--- config.mk ---
export PLATFORM = sky130hd
export DESIGN_NAME = riscv_soft_mem_arbiter
export DESIGN_NICKNAME = d
export VERILOG_FILES = /design/src/rtl/riscv_soft_mem_arbiter.sv
export SDC_FILE = /design/constraint.sdc
export NUM_CORES = 1
export LEC_CHECK = 0
export ABC_AREA = 1
export BUFFER_PORTS_ARGS = -buffer_cell sky130_fd_sc_hd__clkbuf_2
export CORE_ASPECT_RATIO = 1.2
export CORE_UTILIZATION = 44
export DETAILED_ROUTE_END_ITERATION = 7
export GPL_TIMING_DRIVEN = 1
export PLACE_DENSITY = 0.84
export SLEW_MARGIN = 20
export SYNTH_ARGS = -nofsm -noshare
export SYNTH_HDL_FRONTEND = slang
export SYNTH_SLANG_ARGS = --single-unit
--- constraint.sdc ---
create_clock -name clk -period 1.9 [get_ports clk]
set_clock_uncertainty 0.15 [all_clocks]
set_input_delay 0.19 -clock clk [delete_from_list [all_inputs] [get_ports clk]]
set_output_delay 0.19 -clock clk [all_outputs]
set_load 0.005 [all_outputs]
--- src/rtl/riscv_soft_mem_arbiter.sv ---
`default_nettype none
// ============================================================================
// Module      : riscv_soft_mem_arbiter
// Description : Shares one memory port between the I-cache and D-cache channels,
//               one outstanding request, D priority with I starvation guard.
// Revision    : 1.0 - initial release
// ============================================================================
module riscv_soft_mem_arbiter #(
  parameter int XPR_LEN      = 32,
  parameter int STARVE_LIMIT = 4
) (
  input  logic               clk,
  input  logic               reset,
  input  logic               i_cache_req_valid,
  output logic               i_cache_req_ready,
  input  logic [XPR_LEN-1:0] i_cache_req_addr,
  output logic               i_cache_resp_valid,
  output logic [XPR_LEN-1:0] i_cache_resp_data,
  input  logic               d_cache_req_valid,
  output logic               d_cache_req_ready,
  input  logic [1:0]         d_cache_req_op,
  input  logic [2:0]         d_cache_req_op_type,
  input  logic [XPR_LEN-1:0] d_cache_req_addr,
  input  logic [XPR_LEN-1:0] d_cache_req_data,
  output logic               d_cache_resp_valid,
  output logic [XPR_LEN-1:0] d_cache_resp_data,
  output logic               mem_req_valid,
  input  logic               mem_req_ready,
  output logic [1:0]         mem_req_op,
  output logic [2:0]         mem_req_op_type,
  output logic [XPR_LEN-1:0] mem_req_addr,
  output logic [XPR_LEN-1:0] mem_req_data,
  input  logic               mem_resp_valid,
  input  logic [XPR_LEN-1:0] mem_resp_data
);

  localparam int CW = $clog2(STARVE_LIMIT + 1);
  localparam logic [CW-1:0] c_STARVE_MAX = CW'(STARVE_LIMIT);

  typedef enum logic [1:0] {
    S_IDLE  = 2'd0,
    S_ISSUE = 2'd1,
    S_WAIT  = 2'd2
  } state_t;

  state_t             r_state;
  logic [CW-1:0]      r_starve;
  logic               r_owner_d;
  logic               r_mem_req_valid;
  logic [1:0]         r_op;
  logic [2:0]         r_op_type;
  logic [XPR_LEN-1:0] r_addr;
  logic [XPR_LEN-1:0] r_data;
  logic               r_i_resp_valid;
  logic               r_d_resp_valid;
  logic [XPR_LEN-1:0] r_i_resp_data;
  logic [XPR_LEN-1:0] r_d_resp_data;

  logic w_idle;
  logic w_starved;
  logic w_grant_d;
  logic w_grant_i;

  // Readys are gated by reset so nothing looks accepted while reset is held.
  assign w_idle    = reset && (r_state == S_IDLE);
  assign w_starved = i_cache_req_valid && (r_starve == c_STARVE_MAX);
  assign w_grant_d = w_idle && d_cache_req_valid && !w_starved;
  assign w_grant_i = w_idle && i_cache_req_valid && !(d_cache_req_valid && !w_starved);

  assign i_cache_req_ready  = w_grant_i;
  assign d_cache_req_ready  = w_grant_d;
  assign mem_req_valid      = r_mem_req_valid;
  assign mem_req_op         = r_op;
  assign mem_req_op_type    = r_op_type;
  assign mem_req_addr       = r_addr;
  assign mem_req_data       = r_data;
  assign i_cache_resp_valid = r_i_resp_valid;
  assign i_cache_resp_data  = r_i_resp_data;
  assign d_cache_resp_valid = r_d_resp_valid;
  assign d_cache_resp_data  = r_d_resp_data;

  always_ff @(posedge clk or negedge reset) begin
    if (!reset) begin
      r_state         <= S_IDLE;
      r_starve        <= '0;
      r_owner_d       <= 1'b0;
      r_mem_req_valid <= 1'b0;
      r_op            <= '0;
      r_op_type       <= '0;
      r_addr          <= '0;
      r_data          <= '0;
      r_i_resp_valid  <= 1'b0;
      r_d_resp_valid  <= 1'b0;
      r_i_resp_data   <= '0;
      r_d_resp_data   <= '0;
    end else begin
      r_i_resp_valid <= 1'b0;
      r_d_resp_valid <= 1'b0;
      case (r_state)
        S_IDLE: begin
          if (w_grant_d) begin
            r_op            <= d_cache_req_op;
            r_op_type       <= d_cache_req_op_type;
            r_addr          <= d_cache_req_addr;
            r_data          <= d_cache_req_data;
            r_owner_d       <= 1'b1;
            r_mem_req_valid <= 1'b1;
            r_state         <= S_ISSUE;
            if (!i_cache_req_valid)
              r_starve <= '0;
            else if (r_starve != c_STARVE_MAX)
              r_starve <= r_starve + CW'(1);
          end else if (w_grant_i) begin
            r_op            <= 2'b00;
            r_op_type       <= 3'b010;
            r_addr          <= i_cache_req_addr;
            r_data          <= '0;
            r_owner_d       <= 1'b0;
            r_mem_req_valid <= 1'b1;
            r_state         <= S_ISSUE;
            r_starve        <= '0;
          end else if (!i_cache_req_valid) begin
            r_starve <= '0;
          end
        end
        S_ISSUE: begin
          if (mem_req_ready) begin
            r_mem_req_valid <= 1'b0;
            r_state         <= S_WAIT;
          end
        end
        S_WAIT: begin
          if (mem_resp_valid) begin
            if (r_owner_d) begin
              r_d_resp_valid <= 1'b1;
              r_d_resp_data  <= mem_resp_data;
            end else begin
              r_i_resp_valid <= 1'b1;
              r_i_resp_data  <= mem_resp_data;
            end
            r_state <= S_IDLE;
          end
        end
        default: r_state <= S_IDLE;
      endcase
    end
  end

endmodule
`default_nettype wire

* After elaboration in Yosys (flattened, before gate mapping)
Cells that the tools add are included.
** Word-level totals
- Bits in registers :: 142
- Input port bits :: 139
- Output and inout bits :: 138
- Word-level logic and storage cells :: 71
** Operators by class
- Add/sub/neg operators :: 1
- Equal/unequal tests :: 9
- Muxes and demuxes :: 30
- Bitwise logic cells :: 1
- Reductions and logical operators :: 18
** Operator list (number)
- 32-bit 2-to-1 mux :: 4
- 3-bit 2-to-1 mux :: 7
- 3-bit AND reduction :: 5
- 2-bit 2-to-1 mux :: 6
- 1-bit 2-to-1 mux :: 11
- 1-bit logical AND :: 7
- 3-bit != test (second input constant) :: 2
- 2-bit one-hot mux with 3 select lines :: 1
- 2-bit != test (second input constant) :: 2
- 2-bit nonzero test :: 2
- 3-bit by 1-bit adder with 3-bit output (second input constant) :: 1
- 3-bit equality test (second input constant) :: 1
- 3-bit by 1-bit != test with 1-bit output (second input constant) :: 1
- 3-bit by 2-bit != test with 1-bit output (second input constant) :: 1
- 2-bit by 1-bit equality test with 1-bit output (second input constant) :: 1
- 2-bit equality test (second input constant) :: 1
- 1-bit logical NOT :: 2
- 2-bit logical NOT :: 1
- 1-bit one-hot mux with 2 select lines :: 1
- 2-bit AND reduction :: 1
- 1-bit NOT :: 1

* Depth between registers and ports, before layout
Gate-level depths: netlist of run 1.
- Depth in word-level cells :: 9
- Depth in mapped cells :: 10
- Gate-level depth less buffers :: 9

* Least setup slack after synthesis of run 1
No wires, ideal clock.
- Path kind :: register to register
- From :: reg r_starve[0]
- To :: reg r_data[0] (netlist: mem_req_data[0])
- Setup time :: 0.066 ns
- Arrival time :: 1.337 ns
- Required time :: 1.684 ns
- Slack :: 0.348 ns
- Stages on the path, launching flop included :: 9
- Buffers on the path :: 1
- Cell sequence :: dfrtp_1 inv_1 ha_1 nand3_1 nand2_2 nor2_8 buf_1 nand2_1 nand2_1
** Between the ends
- Longest elaborated chain between the ends :: 8
- Elaborated cells on any way between the ends :: 10
- Those cells by class :: eq/ne (1); mux (1); reduce/logical (8)
** Ends and longest elaborated chain
- start: declaration :: RTL line 47 : logic [CW-1:0] r_starve;
- start signal: assignment :: RTL line 112 : r_starve <= r_starve + CW'(1);
- 3-bit equality test * :: RTL line 66 : assign w_starved = i_cache_req_valid && (r_starve == c_STARVE_MAX);
- 1-bit logical AND * :: RTL line 66
- 1-bit logical NOT * :: RTL line 67, 68
- 1-bit logical AND :: RTL line 68 : assign w_grant_i = w_idle && i_cache_req_valid && !(d_cache_req_valid && !w_starved);
- 1-bit logical NOT :: RTL line 68
- 1-bit logical AND :: RTL line 68
- 2-bit nonzero test (no line)
- 2-bit AND reduction (no line)
- end signal: assignment :: RTL line 105 : r_data <= d_cache_req_data;
- end: declaration :: RTL line 53 : logic [XPR_LEN-1:0] r_data;
Mark *: on every way between the ends. The rest lies on a longest branch, timed or not.
A chain may end at the register's enable or synchronous reset.

* Worst setup path after layout of run 1
- From :: reg r_starve[1]
- To :: reg r_op_type[1] (netlist: mem_req_op_type[1])
** Between the ends
- Longest elaborated chain between the ends :: 8
- Elaborated cells on any way between the ends :: 10
- Those cells by class :: eq/ne (1); mux (1); reduce/logical (8)
** Ends and longest elaborated chain
- 3-bit equality test * :: RTL line 66
- 1-bit logical AND * :: RTL line 66
- 1-bit logical NOT * :: RTL line 67, 68
- 1-bit logical AND :: RTL line 68
- 1-bit logical NOT :: RTL line 68
- 1-bit logical AND :: RTL line 68
- 2-bit nonzero test (no line)
- 2-bit AND reduction (no line)
- end signal: assignment :: RTL line 103 : r_op_type <= d_cache_req_op_type;
- end: declaration :: RTL line 51 : logic [2:0] r_op_type;
Marks and branches as above.

==> results.txt, run 1 <==
The run finished with clean final reports. The power share of the clock group came out at between 20% and 30%. The width of the die is ~110 um. In this run the standard cell core region covers ~13000 um2. The required time at the worst-slack endpoint came out at a little over 2 ns. The power per standard cell area is roughly 1400 nW/um2. For this design the static power due to leakage is about 5.5 nW. The post-synthesis mux area share came out at 0%. The worst slew margin relative to its limit is 53.9%. The worst setup path is captured at a flop.

The number of register bits inferred by synthesis came out at about 140. In this run the critical register-to-register path is launched from r_starve[1]. The number of cells produced by synthesis is roughly 700. The count of antenna-violating nets left after detailed routing came out at 0. The remaining design rule violation count is 0. The transition at the pin with the smallest max-transition slack came out at between 0.6 and 0.7 ns. The worst min-delay path class is in2reg.

The endpoint of the worst register-to-register path is mem_req_op_type[1]. The average wire length per cell after detail routing came out at roughly 16 um. The routability-driven placement congestion ratio is about 0.77.

The area share of the largest cell type after synthesis is roughly three fifths. After layout, the worst path uses approximately 97% of the clock period. The number of H-tree levels came out at 4. Derived from the worst setup path, the maximum achievable clock frequency is about 540 MHz.

After synthesis, the largest family of logic cells by area is simple AND/OR/NAND/NOR gates. In this run the clock root is driven by a sky130_fd_sc_hd__clkbuf_16. The via count of the first global-routing pass is 6293. The synthesized cell area is ~6000 um2. The proportion of register bits with asynchronous set or reset after synthesis is 100%.

For this run the aggregate overflow at the end of global routing stands at 0. The antenna cell count is 0. The maximum number of pins on one net before global-route repair came out at 89. The initial antenna violation count is 0. The detailed-routing iteration count for the pre-antenna-repair pass is 5. The tool flagged a number of max-cap violations equal to 0.

The total of endpoints with negative setup slack in the final report is 0. The switching portion of total power is 34.3%. The die is about 130 um tall. The critical path is of the reg2reg type. The number of design-rule violations left by the first detailed-router iteration came out at 506. When the netlist entered floorplanning its net count stood at around 860.

After Yosys synthesis, and, or, nand and nor cells account for between 20% and 30% of the synthesized area. In this run the core area contains 46 standard-cell rows. The depth of the worst hold-timing path came out at 6. For this block, the via count after detailed routing is roughly 6500. For this run, the register share of the synthesized area comes to approximately three fifths. The share of synthesized cell area in full adder, half adder and majority cells came out at less than 1%. In this run the most critical hold path is launched from i_cache_req_addr[25]. The number of buffers inserted during clock tree synthesis came out at 17. The global-route wire length before repair came out at 30800 um. The synthesized-area fraction occupied by xor and xnor cells is 0%. The total of warnings raised by yosys came out at 0. The arrival time of the worst setup path came out at between 1.5 and 2 ns. The clock net in this run drives a total of 142 sinks. The part of the power in registers came out at a little under two fifths. The compound-cell area share of the yosys netlist came out at under 10%. The maximum vdd ir drop came out at ~0.8 mV. The initial utilization of the core area, before any placement, comes to a little under half. The share of power burned in combinational logic is between 30 and 40%. The number of hold violations in the final report is 0.

The I/O pin count came out at about 280. The maximum buffer depth of the clock tree is 2. Cells fill between 70% and 80% of the core in the end. The area of the die came out at about 14000 um2. Summed over all nets, the switching power comes to 4.57 mW. The number of library cell types mapped by synthesis is 21. TritonCTS built the clock tree. The most instantiated library cell after synthesis is sky130_fd_sc_hd__nand2_1. The signed area change from the synthesized netlist to the final layout came out at 60.0%. The total wire length came out at around 21000 um. STA classifies the critical path startpoint as a flop. The count of port buffers added during placement came out at between 200 and 300. The via-per-instance ratio came out at roughly 5.0. The largest fanout on the critical path is 6.

The fraction of final layout cells with drive strength greater than 1 is 31.2%. The logic depth of the worst register-to-register path came out at 12. The clock input transition at the sequential cells of the worst setup and hold paths is 0.06 ns.

The top flip-flop cell by instance count after synthesis is sky130_fd_sc_hd__dfrtp_1. For this run, the total global-route usage over all layers was measured as between 20% and 30%. The internal power contribution is a little under 9 mW. The power consumption came out at 13.3 mW. The total count of max-transition violations in the final report came out at 0. The post-synthesis area per instance is 8.42 um2.

The number of enable-type register cells in the synthesized netlist came out at 0. The commonest cells after synthesis are sky130_fd_sc_hd__nand2_1 (340), sky130_fd_sc_hd__dfrtp_1 (142), sky130_fd_sc_hd__inv_1 (74). The slack of the worst reg-to-reg path came out at 0.06 ns. The shortest clock period the worst path allows after layout came out at around 1.8 ns. The path with the worst hold slack has its endpoint at mem_req_addr[25]. After filler insertion, the fill cell instance count of the layout stands at roughly 870. The biggest area contributor in the post-synthesis netlist is sky130_fd_sc_hd__dfrtp_1. Sorting the synthesized cells by area gives the leading types as sky130_fd_sc_hd__dfrtp_1 (59%), sky130_fd_sc_hd__nand2_1 (21%), sky130_fd_sc_hd__o21ai_0 (5.6%).

The net total in the final layout is between 1000 and 1500. The detailed placement HPWL came out at approximately 11000 um. The insertion delay to the later sink of the worst-skew pair came out at roughly 0.40 ns.
[state kept, by name, summed over array words and instances, names as in the netlist]
signal / flops
r_state: 2
mem_req_addr: 32
r_starve: 3
mem_req_op_type: 3
i_cache_resp_valid: 1
mem_req_data: 32
mem_req_valid: 1
i_cache_resp_data: 32
mem_req_op: 2
d_cache_resp_valid: 1
r_owner_d: 1
d_cache_resp_data: 32
[per-stage QoR]
stage	cells	cell area [um2]	TNS (ns)	hold slack, ns	setup slack, ns
2_1_floorplan	717	6030	0	-0.256	0.348
3_3_place_gp	1138	7650	0	0.137	0.230
3_5_place_dp	1138	7650	0	0.143	0.179
4_1_cts	1285	9490	0	0.000269	0.00266
5_1_grt	1292	9660	-0.0301	0.0320	-0.0183
6_report	1292	9660	0	0.00836	0.0582
[cell families after synthesis]
| group | count (synthesis) |
|---|---|
| AND/OR/NAND/NOR | 355 |
| flip-flops | 142 |
| buffers and inverters | 115 |
| AO/OA/AOI/OAI | 103 |
| adder cells (fa/ha/maj) | 2 |
[layout make-up]
| class | count | area [um2] | share of cell area, % |
|---|---|---|---|
| tap | 168 | 210 | 2.18 |
| timing repair buffer | 414 | 2920 | 30.2 |
| sequential | 142 | 3550 | 36.8 |
| clock inverter | 13 | 215 | 2.23 |
| clock buffer | 17 | 425 | 4.40 |
| inverter | 78 | 293 | 3.03 |
| multi-input combinational | 460 | 2050 | 21.2 |
[metal layers]
metal | up-vias | part of all wire, % | GRT usage, %
met5 | - | 0 | 0
met4 | 0 | 4.6 | 14.9
met3 | 78 | 9.3 | 8.39
met2 | 400 | 50 | 48.9
met1 | 2997 | 36 | 31.6
li1 | 2980 | - | -
[placed cells by master, fill, tap and decap left out, drive strengths merged]
cell type,instances
a21oi,1
buf,26
bufbuf,2
bufinv,5
clkbuf,293
clkinv,5
clkinvlp,1
dfrtp,142
dlygate4sd3,110
ha,2
inv,80
nand2,341
nand3,7
nand4,2
nor2,4
o21ai,68
o21bai,32
o31ai,2
or2,1
[worst max-delay path, cell delays in order, from the launching register on]
cell and delay (ns):
sky130_fd_sc_hd__dfrtp_1 0.39, sky130_fd_sc_hd__inv_2 0.07, sky130_fd_sc_hd__ha_2 0.16, sky130_fd_sc_hd__nand3_2 0.08
sky130_fd_sc_hd__nand2_4 0.11, sky130_fd_sc_hd__nor2_8 0.05, sky130_fd_sc_hd__buf_6 0.14, sky130_fd_sc_hd__nor2_4 0.16
sky130_fd_sc_hd__buf_12 0.15, sky130_fd_sc_hd__buf_12 0.13, sky130_fd_sc_hd__nand2_1 0.05, sky130_fd_sc_hd__nand2_1 0.06
sky130_fd_sc_hd__inv_1 0.04
[power by group through the flow]
stage               Clock (mW)  Sequential [mW]  Combinational, mW
finish                    3.65             5.08               4.61
global route              3.83             5.22               5.15
CTS                       3.68             5.01               4.21
detailed placement           0             5.03               3.92
global placement             0             5.00               3.78
floorplan                    0             5.07               1.78
[worst max path at each step]
stage	endpoint	startpoint	slack (ns)
final	mem_req_op_type[1]	r_starve[1]	0.06
after global routing	i_cache_req_ready	r_starve[1]	-0.02
after CTS	i_cache_req_ready	r_starve[1]	0.003
after floorplan	mem_req_data[0]	r_starve[0]	0.35
after global placement	d_cache_req_ready	r_starve[0]	0.23
after detailed placement	mem_req_addr[30]	r_starve[0]	0.18
[timing repair]
action | in CTS | in global routing
pin swaps | 4 | 4
gates resized for setup | 4 | 10
setup buffers | 5 | 3
endpoints found under the setup margin | 2 | 50
hold endpoints to repair | 279 | 0
cloned | 2 | 4
hold buffers | 110 | 0
Power figures use the tool's default switching activity.
==> run 2, diff against run 1 <==
--- a/config.mk
+++ b/config.mk
@@ -8,11 +8,11 @@
 export ABC_AREA = 1
 export BUFFER_PORTS_ARGS = -buffer_cell sky130_fd_sc_hd__clkbuf_2
 export CORE_ASPECT_RATIO = 1.2
-export CORE_UTILIZATION = 44
+export CORE_UTILIZATION = 47
 export DETAILED_ROUTE_END_ITERATION = 7
 export GPL_TIMING_DRIVEN = 1
-export PLACE_DENSITY = 0.84
-export SLEW_MARGIN = 20
+export PLACE_DENSITY = 0.88
+export SLEW_MARGIN = 25
 export SYNTH_ARGS = -nofsm -noshare
 export SYNTH_HDL_FRONTEND = slang
 export SYNTH_SLANG_ARGS = --single-unit
==> run 2 against run 1 <==
  * The flow now finishes with violations (setup timing)
  * First-iteration DRC count decreased by 7.3%
  * Worst setup slack worse by 0.073 ns
  * Via count grew 1.9%
  * Power shrank 2.2%
  * Routed wire length is 1.4% lower
  * Count of clock-buffer cells in the layout rose by 2
  * Utilization rose by 3.7 points
  * Non-clock buffer count down 3
  * Fmax shrank 3.8%
  * Cell count fell by 0.39%
  * Critical path type is now reg2out
==> results.txt, run 2 (synthesis results as in run 1) <==
The total vias in the final route came out at 6577 (+1.9%). The flow ran to the end, but the final reports show violations. The count of port buffers added during placement came to 276 (unchanged). The largest fanout on the critical path came out at 3 (-3). The I/O pin count is 277 (unchanged). The number of hold violations in the final report came out at 0 (unchanged). The count of buffering cells on the critical path with inverters included came out at 4 (-1). Leaving out fill and tap cells, the most frequent cell in the layout is sky130_fd_sc_hd__nand2_1. In this run the critical register-to-register path is launched from r_starve[0]. The hold slack came out at 0.0196 ns (+0.0113 ns).

The total wire length is 20600 um (-1.4%). The maximum number of pins on one net before global-route repair came to 116 (+30%). The checks that failed: setup timing. The detailed-routing iteration count for the pre-antenna-repair pass came out at 6 (+1). The total of endpoints with negative setup slack in the final report is 2 (+2). The clock input transition at the sequential cells of the worst setup and hold paths is 0.06 ns (about the same).

The global route total overflow came out at 0 (unchanged). The shortest clock period the worst path allows after layout is 1.91 ns (+0.0727 ns). The net total in the final layout came out at 1251 (-0.24%). TritonCTS built the clock tree. The worst-case setup margin in the final layout is -0.0145 ns (-0.0727 ns). The via count of the first global-routing pass came out at 6650 (+5.7%). The average wire length per cell after detail routing came out at 16.0 um (-1.0%). The area of the core is 12600 um2 (-5.1%). The cell with the biggest individual delay on the critical path is sky130_fd_sc_hd__dfrtp_1. The routability-driven placement congestion ratio is 0.833 (+7.8%). The path with the worst hold slack has its endpoint at mem_req_addr[29]. The number of H-tree levels came out at 4 (unchanged). The transition at the pin with the smallest max-transition slack is 0.585 ns (-0.106 ns). The number of buffers inserted during clock tree synthesis came to 17 (unchanged). The starting density of the core came out at 47.8% (+2.5 points). The signed area change from the synthesized netlist to the final layout came out at 59.5%.

The vertical die dimension is 126 um (-3.2%). Setup repair after global routing could not meet its margin everywhere. The antenna cell count is 0 (unchanged). The post-route clock period utilization came out at 101% (+3.8 points). The worst stage delay on the critical path is 0.39 ns (about the same). The worst-case setup slack after placement came out at 0.0478 ns (-0.131 ns).

The depth of the worst hold-timing path was 6 (unchanged). The global-route wire length before repair is 32600 um (+5.7%). The count of antenna-violating nets left after detailed routing came out at 0 (unchanged). The area of the die came out at 13300 um2 (-6.3%). The tightest min-delay check is of the in2reg type. The number of cells after detailed placement is 1135 (-0.26%).

The fraction of final layout cells with drive strength greater than 1 is 31.0% (-0.24 points). The worst slew margin relative to its limit is 61.0% (+7.0 points). The critical path is of the reg2out type. The startpoint identified for the worst hold timing path is i_cache_req_addr[29]. The total count of max-transition violations in the final report came out at 0 (unchanged). The via-per-instance ratio was 5.11 (+2.3%). The insertion delay to the later sink of the worst-skew pair is 0.40 ns (about the same). The width of the die is 105 um (-3.2%).

The power consumption came out at 13.0 mW (-2.2%). The signal on the critical path passes through inv_2 > ha_4 > nand3_4 > nand2_4 > buf_12 > inv_4 > nor2_1 > buf_2. STA classifies the critical path startpoint as a flop. The standby leakage power came out at 5.51 nW (-0.55%).

The maximum buffer depth of the clock tree came out at 2 (unchanged). The TritonCTS sink count was 142 (unchanged). The all-layer global routing usage is 31.5% (+3.0 points).

The power per standard cell area came out at 1360 nW/um2 (-1.9%). The logic depth of the worst register-to-register path is 11 (-1). The maximum clock frequency is 522 MHz (-3.8%).

Grouping stages by cell kind, the critical path spends the most delay in flip-flops. The slack of the worst reg-to-reg path is 0.06 ns (about the same). The maximum vdd ir drop came out at 0.661 mV (-16%).

The number of cells in the finished layout apart from fillers is 1287 (-0.39%). The arrival time of the worst setup path came to 1.57 ns (-0.42 ns). The tree is rooted in a sky130_fd_sc_hd__clkbuf_16. The floorplan row count was 45 (-2.2%).

In this run the critical register-to-register path is captured at mem_req_addr[26]. The detailed placement HPWL was 11400 um (-0.76%). The remaining design rule violation count came out at 0 (unchanged).

The initial antenna violation count is 0 (unchanged). The number of design-rule violations left by the first detailed-router iteration is 469 (-7.3%). In the layout the commonest cells are sky130_fd_sc_hd__nand2_1 (340), sky130_fd_sc_hd__clkbuf_2 (274), sky130_fd_sc_hd__dfrtp_1 (142).

STA classifies the critical path endpoint as an output pin. The number of max-capacitance violations reported is 0 (unchanged). The required time at the worst-slack endpoint is 1.56 ns (-0.49 ns).
## run 2: cell types whose count changed in the layout (fill, tap and decap cells not counted), sizes merged
cell | previous run | this run
bufinv | 5 | 3
clkbuf | 293 | 294
clkinv | 5 | 0
inv | 80 | 85
buf | 26 | 23
bufbuf | 2 | 3
clkinvlp | 1 | 3
## run 2: where the power goes
| part | internal [mW] | leakage, nW | switching (mW) |
|---|---|---|---|
| clock network | 2.10 | 0.288 | 1.35 |
| registers | 4.29 | 1.80 | 0.763 |
| logic | 2.09 | 3.42 | 2.45 |
| total | 8.48 | 5.51 | 4.57 |
## run 2: area by class of cell
cell class,instances,area (um2)
sequential,142,3550
multi-input combinational,460,2060
clock buffer,19,433
inverter,78,295
tap,164,205
timing repair buffer,411,2900
clock inverter,13,176
fill,754,2990
## run 2: what timing repair did
action | CTS | global route
endpoints found under the setup margin | 2 | 72
cloned | 3 | 1
pin swaps | 4 | 4
hold buffers | 110 | 0
hold endpoints to repair | 279 | 0
setup buffers | 5 | 1
gates resized for setup | 13 | 6
## run 2: metrics by stage
step                      cell area, um2  util, %  TNS, ns
after global placement              7650     60.7        0
after CTS                           9540     75.7  -0.0298
after global routing                9620     76.3   -0.192
after detailed placement            7650     60.7        0
after floorplan                     6030        -        0
final                               9620     76.3  -0.0250
## run 2: metal layers
metal  global-route usage (%)  part of all wire (%)
met5                        0                     0
met3                     7.92                   8.9
met2                     54.8                    51
met1                     35.1                    36
met4                     17.4                   4.0
## run 2: tightest hold or removal path, cell delays in order
cell and delay [ns]:
sky130_fd_sc_hd__clkbuf_2 0.08, sky130_fd_sc_hd__inv_1 0.04, sky130_fd_sc_hd__o21bai_1 0.09, sky130_fd_sc_hd__nand2_1 0.05
sky130_fd_sc_hd__nand2_1 0.05, sky130_fd_sc_hd__nand2_1 0.04
## run 2: how the worst max path moves through the flow
| stage | start | endpoint | cells after the start |
|---|---|---|---|
| floorplan | r_starve[0] | mem_req_data[0] | 8 |
| global placement | r_starve[0] | i_cache_req_ready | 8 |
| detailed placement | r_starve[0] | i_cache_req_ready | 8 |
| CTS | r_starve[1] | i_cache_req_ready | 8 |
| global route | r_starve[0] | i_cache_req_ready | 8 |
| finish | r_starve[0] | i_cache_req_ready | 8 |
